[config.mk]
export PLATFORM = sky130hd
export DESIGN_NAME = spi_slave_fifo
export DESIGN_NICKNAME = d
export VERILOG_FILES = /design/src/rtl/spi_slave_fifo.sv
export SDC_FILE = /design/constraint.sdc
export NUM_CORES = 1
export LEC_CHECK = 0
export ABC_AREA = 1
export CAP_MARGIN = 20
export CORE_MARGIN = 2
export CORE_UTILIZATION = 45
export DETAILED_ROUTE_END_ITERATION = 8
export PLACE_DENSITY = 0.59
export SLEW_MARGIN = 20
export SYNTH_ARGS = -nofsm -noshare
export SYNTH_HDL_FRONTEND = slang
export SYNTH_SLANG_ARGS = --single-unit
[constraint.sdc]
create_clock -name clk -period 5.7 [get_ports clk]
set_input_delay 1.425 -clock clk [delete_from_list [all_inputs] [get_ports clk]]
set_output_delay 1.425 -clock clk [all_outputs]
set_load 0.01 [all_outputs]
[src/rtl/spi_slave_fifo.sv]
// SPI slave oversampled in the system clock domain, with TX/RX FIFOs on a sel/we/address bus.
// Define SPI_SLV_MODE_SEL_EN for runtime CPOL/CPHA selection; otherwise the slave is fixed to mode 0.

module spi_slave_fifo #(
   parameter int DATA_W     = 8,
   parameter int DEPTH_LOG2 = 3,
   parameter int ADDR_W     = 3
) (
   input  logic              clk,
   input  logic              rst,
   input  logic              sclk,
   input  logic              ss,
   input  logic              mosi,
   output logic              miso,
   input  logic [DATA_W-1:0] data_in,
   output logic [DATA_W-1:0] data_out,
   input  logic [ADDR_W-1:0] address,
   input  logic              we,
   input  logic              sel,
   output logic              interrupt
);

   localparam int DEPTH = 1 << DEPTH_LOG2;
   localparam int CNT_W = $clog2(DATA_W);
   localparam int LVL_W = DEPTH_LOG2 + 1;

   // Index 0/1 are the synchroniser stages, index 2 is the edge-detect history.
   logic [2:0] sclkSync_q, ssSync_q;
   logic [1:0] mosiSync_q;

   logic [CNT_W-1:0]  bitCnt_q, bitCnt_d;
   logic [DATA_W-1:0] rxShift_q, rxShift_d, txShift_q, txShift_d;
   logic              skip_q, skip_d;
   logic [LVL_W-1:0]  rxWr_q, rxRd_q, txWr_q, txRd_q;
   logic [DATA_W-1:0] rxMem [DEPTH];
   logic [DATA_W-1:0] txMem [DEPTH];
   logic              done_q, rxOvf_q, txUdf_q, irqRxEn_q, irqDoneEn_q, miso_q;

   logic sclkRise, sclkFall, ssFall, ssRise, inFrame, sampleEdge, shiftEdge, loadCpha;
   logic rxPush, txLoad, doneSet, flagClr, ctrlWr;
   logic rxPushEn, rxPopEn, txPushEn, txPopEn;
   logic [LVL_W-1:0] rxLevel, txLevel;
   logic rxEmpty, rxFull, txEmpty, txFull;
   logic [DATA_W-1:0] rxHead, txHead;
   logic [1:0] modeBits;
   logic [7:0] statusVec, ctrlVec;

   always_ff @(posedge clk or negedge rst) begin
      if (!rst) begin
         sclkSync_q <= '0;
         ssSync_q   <= '1;
         mosiSync_q <= '0;
      end else begin
         sclkSync_q <= {sclkSync_q[1:0], sclk};
         ssSync_q   <= {ssSync_q[1:0], ss};
         mosiSync_q <= {mosiSync_q[0], mosi};
      end
   end

   assign sclkRise = sclkSync_q[1] & ~sclkSync_q[2];
   assign sclkFall = ~sclkSync_q[1] & sclkSync_q[2];
   assign ssFall   = ~ssSync_q[1] & ssSync_q[2];
   assign ssRise   = ssSync_q[1] & ~ssSync_q[2];
   assign inFrame  = ~ssSync_q[1] & ~ssSync_q[2];

   assign ctrlWr  = sel & we & (address == ADDR_W'(3));
   assign flagClr = ctrlWr & data_in[4];

`ifdef SPI_SLV_MODE_SEL_EN
   // The programmed mode only becomes active at the next ss fall.
   logic [1:0] ctrlMode_q, modeAct_q;
   logic       leadEdge, trailEdge;

   always_ff @(posedge clk or negedge rst) begin
      if (!rst) begin
         ctrlMode_q <= '0;
         modeAct_q  <= '0;
      end else begin
         if (ctrlWr) ctrlMode_q <= data_in[3:2];
         if (ssFall) modeAct_q  <= ctrlMode_q;
      end
   end

   assign leadEdge   = modeAct_q[1] ? sclkFall : sclkRise;
   assign trailEdge  = modeAct_q[1] ? sclkRise : sclkFall;
   assign sampleEdge = modeAct_q[0] ? trailEdge : leadEdge;
   assign shiftEdge  = modeAct_q[0] ? leadEdge : trailEdge;
   assign loadCpha   = ctrlMode_q[0];
   assign modeBits   = ctrlMode_q;
`else
   assign sampleEdge = sclkRise;
   assign shiftEdge  = sclkFall;
   assign loadCpha   = 1'b0;
   assign modeBits   = 2'b00;
`endif

   assign rxLevel = rxWr_q - rxRd_q;
   assign txLevel = txWr_q - txRd_q;
   assign rxEmpty = (rxLevel == '0);
   assign txEmpty = (txLevel == '0);
   assign rxFull  = (rxLevel == LVL_W'(DEPTH));
   assign txFull  = (txLevel == LVL_W'(DEPTH));
   assign rxHead  = rxMem[rxRd_q[DEPTH_LOG2-1:0]];
   assign txHead  = txMem[txRd_q[DEPTH_LOG2-1:0]];

   // A freshly loaded word must survive the next shift edge so its MSB is seen first.
   always_comb begin
      bitCnt_d  = bitCnt_q;
      rxShift_d = rxShift_q;
      txShift_d = txShift_q;
      skip_d    = skip_q;
      rxPush    = 1'b0;
      txLoad    = 1'b0;
      doneSet   = 1'b0;
      if (ssFall) begin
         bitCnt_d = '0;
         txLoad   = 1'b1;
         skip_d   = loadCpha;
      end else if (ssRise) begin
         bitCnt_d = '0;
         doneSet  = 1'b1;
      end else if (inFrame) begin
         if (sampleEdge) begin
            rxShift_d = {rxShift_q[DATA_W-2:0], mosiSync_q[1]};
            if (bitCnt_q == CNT_W'(DATA_W-1)) begin
               bitCnt_d = '0;
               rxPush   = 1'b1;
               txLoad   = 1'b1;
               skip_d   = 1'b1;
            end else begin
               bitCnt_d = bitCnt_q + 1'b1;
            end
         end
         if (shiftEdge) begin
            if (skip_q) skip_d = 1'b0;
            else        txShift_d = {txShift_q[DATA_W-2:0], 1'b0};
         end
      end
      if (txLoad) txShift_d = txEmpty ? '0 : txHead;
   end

   assign rxPushEn = rxPush & ~rxFull;
   assign rxPopEn  = sel & ~we & (address == ADDR_W'(2)) & ~rxEmpty;
   assign txPushEn = sel & we & (address == ADDR_W'(1)) & ~txFull;
   assign txPopEn  = txLoad & ~txEmpty;

   always_ff @(posedge clk) begin
      if (rxPushEn) rxMem[rxWr_q[DEPTH_LOG2-1:0]] <= rxShift_d;
      if (txPushEn) txMem[txWr_q[DEPTH_LOG2-1:0]] <= data_in;
   end

   // Flag set wins over a simultaneous CTRL clear.
   always_ff @(posedge clk or negedge rst) begin
      if (!rst) begin
         bitCnt_q    <= '0;
         rxShift_q   <= '0;
         txShift_q   <= '0;
         skip_q      <= 1'b0;
         rxWr_q      <= '0;
         rxRd_q      <= '0;
         txWr_q      <= '0;
         txRd_q      <= '0;
         done_q      <= 1'b0;
         rxOvf_q     <= 1'b0;
         txUdf_q     <= 1'b0;
         irqRxEn_q   <= 1'b0;
         irqDoneEn_q <= 1'b0;
         miso_q      <= 1'b0;
      end else begin
         bitCnt_q  <= bitCnt_d;
         rxShift_q <= rxShift_d;
         txShift_q <= txShift_d;
         skip_q    <= skip_d;
         rxWr_q    <= rxWr_q + LVL_W'(rxPushEn);
         rxRd_q    <= rxRd_q + LVL_W'(rxPopEn);
         txWr_q    <= txWr_q + LVL_W'(txPushEn);
         txRd_q    <= txRd_q + LVL_W'(txPopEn);
         done_q    <= (done_q & ~flagClr) | doneSet;
         rxOvf_q   <= (rxOvf_q & ~flagClr) | (rxPush & rxFull);
         txUdf_q   <= (txUdf_q & ~flagClr) | (txLoad & txEmpty);
         if (ctrlWr) begin
            irqRxEn_q   <= data_in[0];
            irqDoneEn_q <= data_in[1];
         end
         miso_q <= ~ssSync_q[1] & txShift_q[DATA_W-1];
      end
   end

   assign statusVec = {done_q, rxOvf_q, txUdf_q, txFull, txEmpty, rxFull, rxEmpty, ~ssSync_q[1]};
   assign ctrlVec   = {4'b0000, modeBits, irqDoneEn_q, irqRxEn_q};

   always_comb begin
      data_out = '0;
      case (address)
         ADDR_W'(0): data_out = DATA_W'(statusVec);
         ADDR_W'(2): data_out = rxEmpty ? '0 : rxHead;
         ADDR_W'(3): data_out = DATA_W'(ctrlVec);
         ADDR_W'(4): data_out = DATA_W'({txLevel, rxLevel});
         default:    data_out = '0;
      endcase
   end

   assign miso      = miso_q;
   assign interrupt = (irqRxEn_q & ~rxEmpty) | (irqDoneEn_q & done_q);

endmodule
# Yosys cells after proc, flatten, opt, wreduce, memory -nomap -nowiden
# Memories as Yosys holds them, arrays and structs flattened.
# Cells that the tools add are included.
# word_totals
ff_bits	50
latch_bits	0
ramBits	128
rom_bits	0
input_bits	18
wordCells	122
mem_count	2
# mem_list
memory	words	width	read_ports	rd_ports_with_merged_regs	write_ports	line	source
rxMem	8	8	1	0	1	35	logic [DATA_W-1:0] rxMem [DEPTH];
txMem	8	8	1	0	1	36	logic [DATA_W-1:0] txMem [DEPTH];
# classes
n_addsub	7
mul	0
div_mod_pow	0
n_lt_le_gt_ge	0
eq_ne	11
shift	0
mux	37
bitwise	37
reduce_logical	11
# op_table
operator	count
$mux W8	12
$pmux W8 S4	1
$and A1 B1 Y1	23
$mux W1	19
$add A4 B1 Y4	4
$mux W3	5
$not A1 Y1	10
$eq A4 B4 Y1 const B	2
$logic_not A4 Y1	2
$sub A4 B4 Y4	2
$eq A3 B2 Y1 const B	2
$eq A3 B3 Y1 const B	2
$ne A2 B1 Y1 const B	3
$reduce_bool A2 Y1	3
$reduce_bool A3 Y1	2
$reduce_and A5 Y1	1
$or A1 B1 Y1	4
$reduce_and A2 Y1	2
$add A3 B1 Y3 const B	1
$eq A3 B1 Y1 const B	1
$logic_not A3 Y1	1
$ne A2 B2 Y1 const B	1

# Depth between registers and ports, before layout
# Gate-level depths: netlist (run 1).
# depth
depth_word	9
ltp_mapped	15
ltp_nobuf	14

# Worst setup path after synthesis (run 1)
# OpenSTA, ideal clock, no wires.
# synth_timing
path_kind	input-to-output
start	input address[2]
end	output data_out[3]
arrival_time_ns	2.112
required_time_ns	4.275
setup_slack_ns	2.163
cell_stages	5
path_cell_list	nor3_2 > inv_1 > o21ai_0 > inv_1 > nand2_1
# synth_between
elab_chain_cells	2
# synth_rtl
item	line	source
from (decl)	17	input logic [ADDR_W-1:0] address,
$eq A3 B3 Y1, or another cell as far along	194	case (address)
$pmux W8 S4 (*)	194	
to (decl)	16	output logic [DATA_W-1:0] data_out,
# Mark *: on every way between the ends. The rest lies on a longest branch, timed or not.

# Final worst setup path (run 1)
# layout_timing
start	register txRd_q[2]
end	output data_out[3]
# layout_between
elab_chain_cells	3
# layout_rtl
item	line	source
from (decl)	34	logic [LVL_W-1:0] rxWr_q, rxRd_q, txWr_q, txRd_q;
from (signal assigned)	177	txRd_q <= txRd_q + LVL_W'(txPopEn);
$sub A4 B4 Y4	98	assign txLevel = txWr_q - txRd_q;
$logic_not A4 Y1	100	assign txEmpty = (txLevel == '0);
$pmux W8 S4	194	
# Every way passes these cells.

==> metrics.md, run 1 <==
| Metric | Value |
|---|---|
| Htree depth | 4 |
| Die height | around 140 um |
| Reg clk slew, reported paths | 70 ps |
| Final net count | 793 |
| Largest net degree at the start of global routing | between 50 and 60 |
| PwrDens | about 420 nW/um^2 |
| Hold Buf Count CTS | 0 |
| Iteration-0 DRC Markers | 436 |
| Status | complete, no violations |
| # port buffers | 27 |
| DR vias | 5,174 |
| Area leader, netlist | edfxtp_1 |
| Grt ovf | 0 |
| Initial antenna violation count | 0 |
| CTS tree | yes |
| P&R area growth vs syn | 13.6% |
| Max Clock Skew | 8.56 ps |
| Kind of critical path | reg2out |
| Netlist cell types | 40 |
| Final hold vios | 0 |
| ANT cells | 0 |
| Vias per cell | 5.22 |
| Post-CTS Setup Inserts | 0 |
| DRC | 0 |
| Area share of the largest cell type after synthesis | 49.2% |
| Fin area | 8870 um^2 |
| Register bit total from synthesis | roughly 180 |
| Worst hold path class | reg2reg |
| Worst r2r src | txRd_q[2] |
| Type of origin of the critical path | register |
| Worst Slack Setup Final | 563 ps |
| Critical Path RT | 4280 ps |
| RD Place Congestion | 0.793 |
| Synth Area per Inst | 10.8 um^2 |
| Cell Area, Synth | 7800 um^2 |
| Post-layout power | ~3700 uW |
| Most used flip-flop cell after synthesis | edfxtp_1 |
| Relative slew slack | roughly 33% |
| Placed Instances | 959 |
| Leak | 0.00362 uW |
| Synth warnings | 0 |
| Area after DPL | 8300 um^2 |
| Final setup TNS | 0 ps |
| Maximum vdd drop | 250 uV |
| Count leader, synth | nand2_1 |
| Die width | 136 um |
| Worst Max-Slew Pin Slew | 997 ps |
| CP endpoint | data_out[3] |
| Layout cells sized above 1 | 9.14% |
| First-pass GRT wire length | 26,600 um |
| TritonCTS buffer count | 17 |
| Pre-Repair DR Iteration Count | 6 |
| Ports | 28 |
| Final period utilization | 90.1% |
| Total die area | 18,400 um^2 |
| CTS root buf | clkbuf_16 |
| FF-to-FF End | txMem[6][1] |
| Post-synth top cells | 213 x nand2_1, 128 x edfxtp_1, 88 x nand3_1 |
| Vias in the first global route | 4,992 |
| CP endpoint kind | output port |
| Initial Util | a little under half |
| Arrival time worst endpoint | 3710 ps |
| FFs w/ async S/R, synth | 28.1% |
| CTS resizes | 0 |
| Clk Latency, worst-skew pair | 430 ps |
| Rows | 48 |
| Post-route insts no fill | slightly below 1,000 |
| Mapped Cells | 721 |
| Clock Sinks | about 180 |
| Syn Nets | 761 |
| Setup slack at placement | 817 ps |
| RSZ-0062 raised after global routing | false |
| Drt wl/cell | 16.8 um |
| Clk buf depth | 2 |
| Minimum clock period | 5140 ps |
| Ranking of synthesized cells by area | edfxtp_1 49%, dfrtp_1 15%, nand2_1 10% |
| Fmax | approximately 190 MHz |
| Max-cap violation count | 0 |
| # setup viols final | 0 |
| Register-to-Register Path Depth | 8 |
| Sequential-to-total area share from yosys stat | 65.3% |
| Core area | 17,100 um^2 |
| Max Fanout on Critical Path | 11 |
| Routed WL | 16,700 um |
| Crit path from | txRd_q[2] |
| Total track usage | 19.4% |
| EDFF count, synth | 128 |
| Number of nets still failing antenna checks after routing | 0 |
| Hpwl dp | 10,700 um |
| Setup slack, reg-to-reg | about 2200 ps |
| Max Slew Vio Count | 0 |
-- cell usage in the layout (no fill, tap or decap), drive strengths merged --
cell	count
mux2	2
edfxtp	128
o31ai	1
nand2	221
dfstp	3
buf	8
a22oi	1
fa	2
xnor2	4
nand3	91
dfrtp	47
a21oi	12
nand4	1
nor3	11
clkdlybuf4s50	26
clkinv	4
o21a	1
or2	3
xor2	8
o21ai	29
ha	20
a221oi	2
o221ai	6
nor2	49
o21bai	1
bufinv	1
clkinvlp	3
clkbuf	18
inv	62
o22ai	1
-- power breakdown --
| part | internal, uW | switching [uW] | total, uW |
|---|---|---|---|
| clock | 614 | 510 | 1120 |
| sequential | 1480 | 77.2 | 1560 |
| combinational | 333 | 687 | 1020 |
| total | 2430 | 1270 | 3700 |
-- flip-flops by register name (all words and copies together) (netlist names), 2 cells and up --
name and flops:
txMem 64, bitCnt_q 3, mosiSync_q 2, txShift_q 8
rxShift_q 8, txRd_q 4, txWr_q 4, rxWr_q 4
rxRd_q 4, sclkSync_q 3, rxMem 64, ssSync_q 3
-- cells by family (layout without fill, tap and decap cells) --
group	Yosys count	count (layout)	share of synthesized area [%]
fa+ha+maj	22	22	3.72
compound gates	54	54	3.99
mux	2	2	0.289
buf+inv	77	122	4.49
simple gates	376	376	20.7
flops	178	178	65.3
xor+xnor	12	12	1.44
-- metrics by stage --
stage | util, % | hold WS (ps)
after floorplan | - | 331
after global placement | 48.5 | 334
after detailed placement | 48.5 | 335
after CTS | 51.8 | 352
after global routing | 51.8 | 357
final | 51.8 | 349
-- how the worst min path moves through the flow --
stage                        startpoint       endpoint  slack [ps]  cells after the start
after floorplan           mosiSync_q[0]  mosiSync_q[1]         330                      0
after global placement    sclkSync_q[0]  sclkSync_q[1]         330                      0
after detailed placement  sclkSync_q[0]  sclkSync_q[1]         330                      0
after CTS                 sclkSync_q[0]  sclkSync_q[1]         350                      0
after global routing      sclkSync_q[0]  sclkSync_q[1]         360                      0
final                     sclkSync_q[0]  sclkSync_q[1]         350                      0
-- critical path, stage by stage, from the launching register on --
cell and delay, ps:
dfrtp_1 660, clkinv_1 480, ha_1 470, nand2_1 60
inv_1 50, nor2_1 50, nor2_1 180, nand3_2 230
o21ai_0 400, inv_1 90, nand2_1 70, clkdlybuf4s50_1 520
-- per-layer routing --
metal,global-route usage [%],vias up,wire length (um)
met5,0,-,0
met4,7.64,0,414
met3,4.04,28,687
met2,31.9,116,8270
met1,25.4,2520,7310
li1,-,2510,-
-- cell type report --
cell class	count	area [um^2]
fillers	1480	8250
flip-flops and latches	178	5100
multi-input cells	466	2390
clock buffers	18	429
repair buffers	34	318
well taps	225	282
inverters	56	215
clock inverters	14	139
Power figures use the tool's default switching activity.
==> run 2: changes to the inputs <==
CTS_BUF_LIST = sky130_fd_sc_hd__clkbuf_8   (was not set)
SLEW_MARGIN = not set   (was 20)
==> run 2 against run 1 <==
Net effect: clock skew grew 0.62 ps; die area is the same; worst hold slack better by 6.0 ps; critical endpoint unchanged; total power fell by 8.1%; clock-buffer cell count is 1 lower; global-route usage decreased by 0.17 points; highest routed layer unchanged; worst setup slack gained 7.7 ps.
==> metrics.md, run 2 (synthesis results as in run 1) <==
| Metric | Value |
|---|---|
| P&R area growth vs syn | 11.2% (was 13.6%) |
| Htree depth | 4 (unchanged) |
| PwrDens | 392 nW/um^2 (was 418 nW/um^2) |
| Most common cell after layout, fill and taps aside | nand2_1 (unchanged) |
| Fmax | 195 MHz (about the same) |
| # port buffers | 27 (unchanged) |
| Number of nets still failing antenna checks after routing | 0 (unchanged) |
| Max Clock Skew | 9.18 ps (was 8.56 ps) |
| ANT cells | 0 (unchanged) |
| Grt ovf | 0 (unchanged) |
| RSZ-0062 raised after global routing | false (unchanged) |
| Leak | 0.00354 uW (was 0.00362 uW) |
| First-pass GRT wire length | 26,400 um (was 26,600 um) |
| Routed WL | 16,500 um (was 16,700 um) |
| Total track usage | 19.3% (was 19.4%) |
| Total die area | 18,400 um^2 (unchanged) |
| Largest net degree at the start of global routing | 51 (unchanged) |
| Die width | 136 um (unchanged) |
| Crit-path max cell delay | 640 ps (was 660 ps) |
| Worst hold path class | reg2reg (unchanged) |
| CTS resizes | 0 (unchanged) |
| Clk buf depth | 2 (unchanged) |
| Rows | 48 (unchanged) |
| Worst r2r src | txRd_q[2] (unchanged) |
| Final net count | 793 (unchanged) |
| Final hold vios | 0 (unchanged) |
| Reg clk slew, reported paths | 90 ps (was 70 ps) |
| Layout cells sized above 1 | 9.14% (unchanged) |
| Hpwl dp | 10,700 um (unchanged) |
| DRC | 0 (unchanged) |
| Maximum vdd drop | 216 uV (was 250 uV) |
| Max Slew Vio Count | 0 (unchanged) |
| CP cell instances | clkinv_1 > ha_1 > nor2_1 > nor2_1 > nor2_1 > nand3_2 > o21ai_0 > inv_1 > nand2_1 > clkdlybuf4s50_1 (was clkinv_1 > ha_1 > nand2_1 > inv_1 > nor2_1 > nor2_1 > nand3_2 > o21ai_0 > inv_1 > nand2_1 > clkdlybuf4s50_1) |
| CP endpoint kind | output port (unchanged) |
| Core area | 17,100 um^2 (unchanged) |
| Pre-Repair DR Iteration Count | 5 (was 6) |
| Iteration-0 DRC Markers | 419 (was 436) |
| HP Start | sclkSync_q[0] (unchanged) |
| Initial antenna violation count | 0 (unchanged) |
| Clock Sinks | 178 (unchanged) |
| TritonCTS buffer count | 17 (unchanged) |
| Drt wl/cell | 16.6 um (was 16.8 um) |
| Status | complete, no violations (unchanged) |
| Kind of critical path | reg2out (unchanged) |
| Fin area | 8680 um^2 (was 8870 um^2) |
| Initial Util | 45.6% (unchanged) |
| Worst Max-Slew Pin Slew | 985 ps (was 997 ps) |
| Max-cap violation count | 0 (unchanged) |
| Type of origin of the critical path | register (unchanged) |
| Vias in the first global route | 4,954 (was 4,992) |
| CTS tree | yes (unchanged) |
| Fillers | 1,505 (was 1,480) |
| Area after DPL | 8300 um^2 (unchanged) |
| Vias per cell | 5.21 (was 5.22) |
| Hold Buf Count CTS | 0 (unchanged) |
| DR vias | 5,164 (was 5,174) |
| Hold Path Cell Cnt | 0 (unchanged) |
| Final period utilization | 90.0% (was 90.1%) |
| Hold path endpoint | sclkSync_q[1] (unchanged) |
| CTS root buf | clkbuf_8 (was clkbuf_16) |
| Final setup TNS | 0 ps (unchanged) |
| Relative slew slack | 34.1% (was 33.3%) |
| Critical Path RT | 4280 ps (about the same) |
| Minimum clock period | 5130 ps (was 5140 ps) |
| Max Fanout on Critical Path | 11 (unchanged) |
| FF-to-FF End | txMem[6][1] (unchanged) |
| Post-layout util | 50.7% (was 51.8%) |
| Worst path most repeated cell | nor2_1 |
| Ports | 28 (unchanged) |
| # setup viols final | 0 (unchanged) |
| Most frequent cells in the layout | 213 x nand2_1, 128 x edfxtp_1, 88 x nand3_1 (unchanged) |
| Register-to-Register Path Depth | 8 (unchanged) |
| Clk Latency, worst-skew pair | 460 ps (was 430 ps) |
| Slowest cell on crit path | dfrtp_1 (unchanged) |
| Post-CTS Setup Inserts | 0 (unchanged) |
| Setup slack, reg-to-reg | 2250 ps (was 2230 ps) |
| RD Place Congestion | 0.793 (unchanged) |
| Arrival time worst endpoint | 3700 ps (was 3710 ps) |
| Die height | 136 um (unchanged) |
==> run 2: area by class of cell <==
type | count | area, um^2 | area share, %
clock buffer | 17 | 234 | 2.70
clock inverter | 15 | 143 | 1.64
inverter | 56 | 215 | 2.48
multi-input combinational | 466 | 2390 | 27.5
sequential | 178 | 5100 | 58.8
tap | 225 | 282 | 3.24
timing repair buffer | 34 | 318 | 3.66
==> run 2: where the power goes <==
group | total (uW) | leakage [uW] | internal (uW) | switching [uW]
Sequential | 1560 | 0.00179 | 1480 | 75.2
Clock | 832 | 0.000188 | 357 | 476
Combinational | 1020 | 0.00156 | 333 | 684
Total | 3410 | 0.00354 | 2170 | 1230
==> run 2: critical path: cells and delay by family (launching register included) <==
family,cells,cell delay [ps]
AO/OA/AOI/OAI,1,380
adder cells (fa/ha/maj),1,460
buffers and inverters,3,1100
flip-flops,1,640
AND/OR/NAND/NOR,5,660
==> run 2: worst max-delay path by stage <==
stage | from | end | slack [ps] | cells after the start
finish | txRd_q[2] | data_out[3] | 570 | 10
global route | txRd_q[2] | data_out[3] | 330 | 10
CTS | txRd_q[2] | data_out[3] | 520 | 11
detailed placement | address[2] | data_out[3] | 820 | 7
global placement | address[2] | data_out[3] | 810 | 7
floorplan | address[2] | data_out[3] | 2160 | 5
==> run 2: layer usage <==
metal / up-vias / global-route usage, % / share of wire, % / wire length (um)
met5: - / 0 / 0 / 0
met4: 0 / 6.94 / 2.3 / 383
met3: 26 / 4.79 / 5.0 / 820
met2: 141 / 31.1 / 49 / 8140
met1: 2496 / 25.4 / 43 / 7150
li1: 2501 / - / - / -
==> run 2: metrics by stage <==
stage	std cells	setup slack, ps	hold WS (ps)	power (uW)
6_report	991	571	355	3410
5_1_grt	991	330	365	3640
4_1_cts	991	517	359	3440
3_5_place_dp	959	817	335	2610
3_3_place_gp	959	813	334	2590
2_1_floorplan	721	2160	331	2310
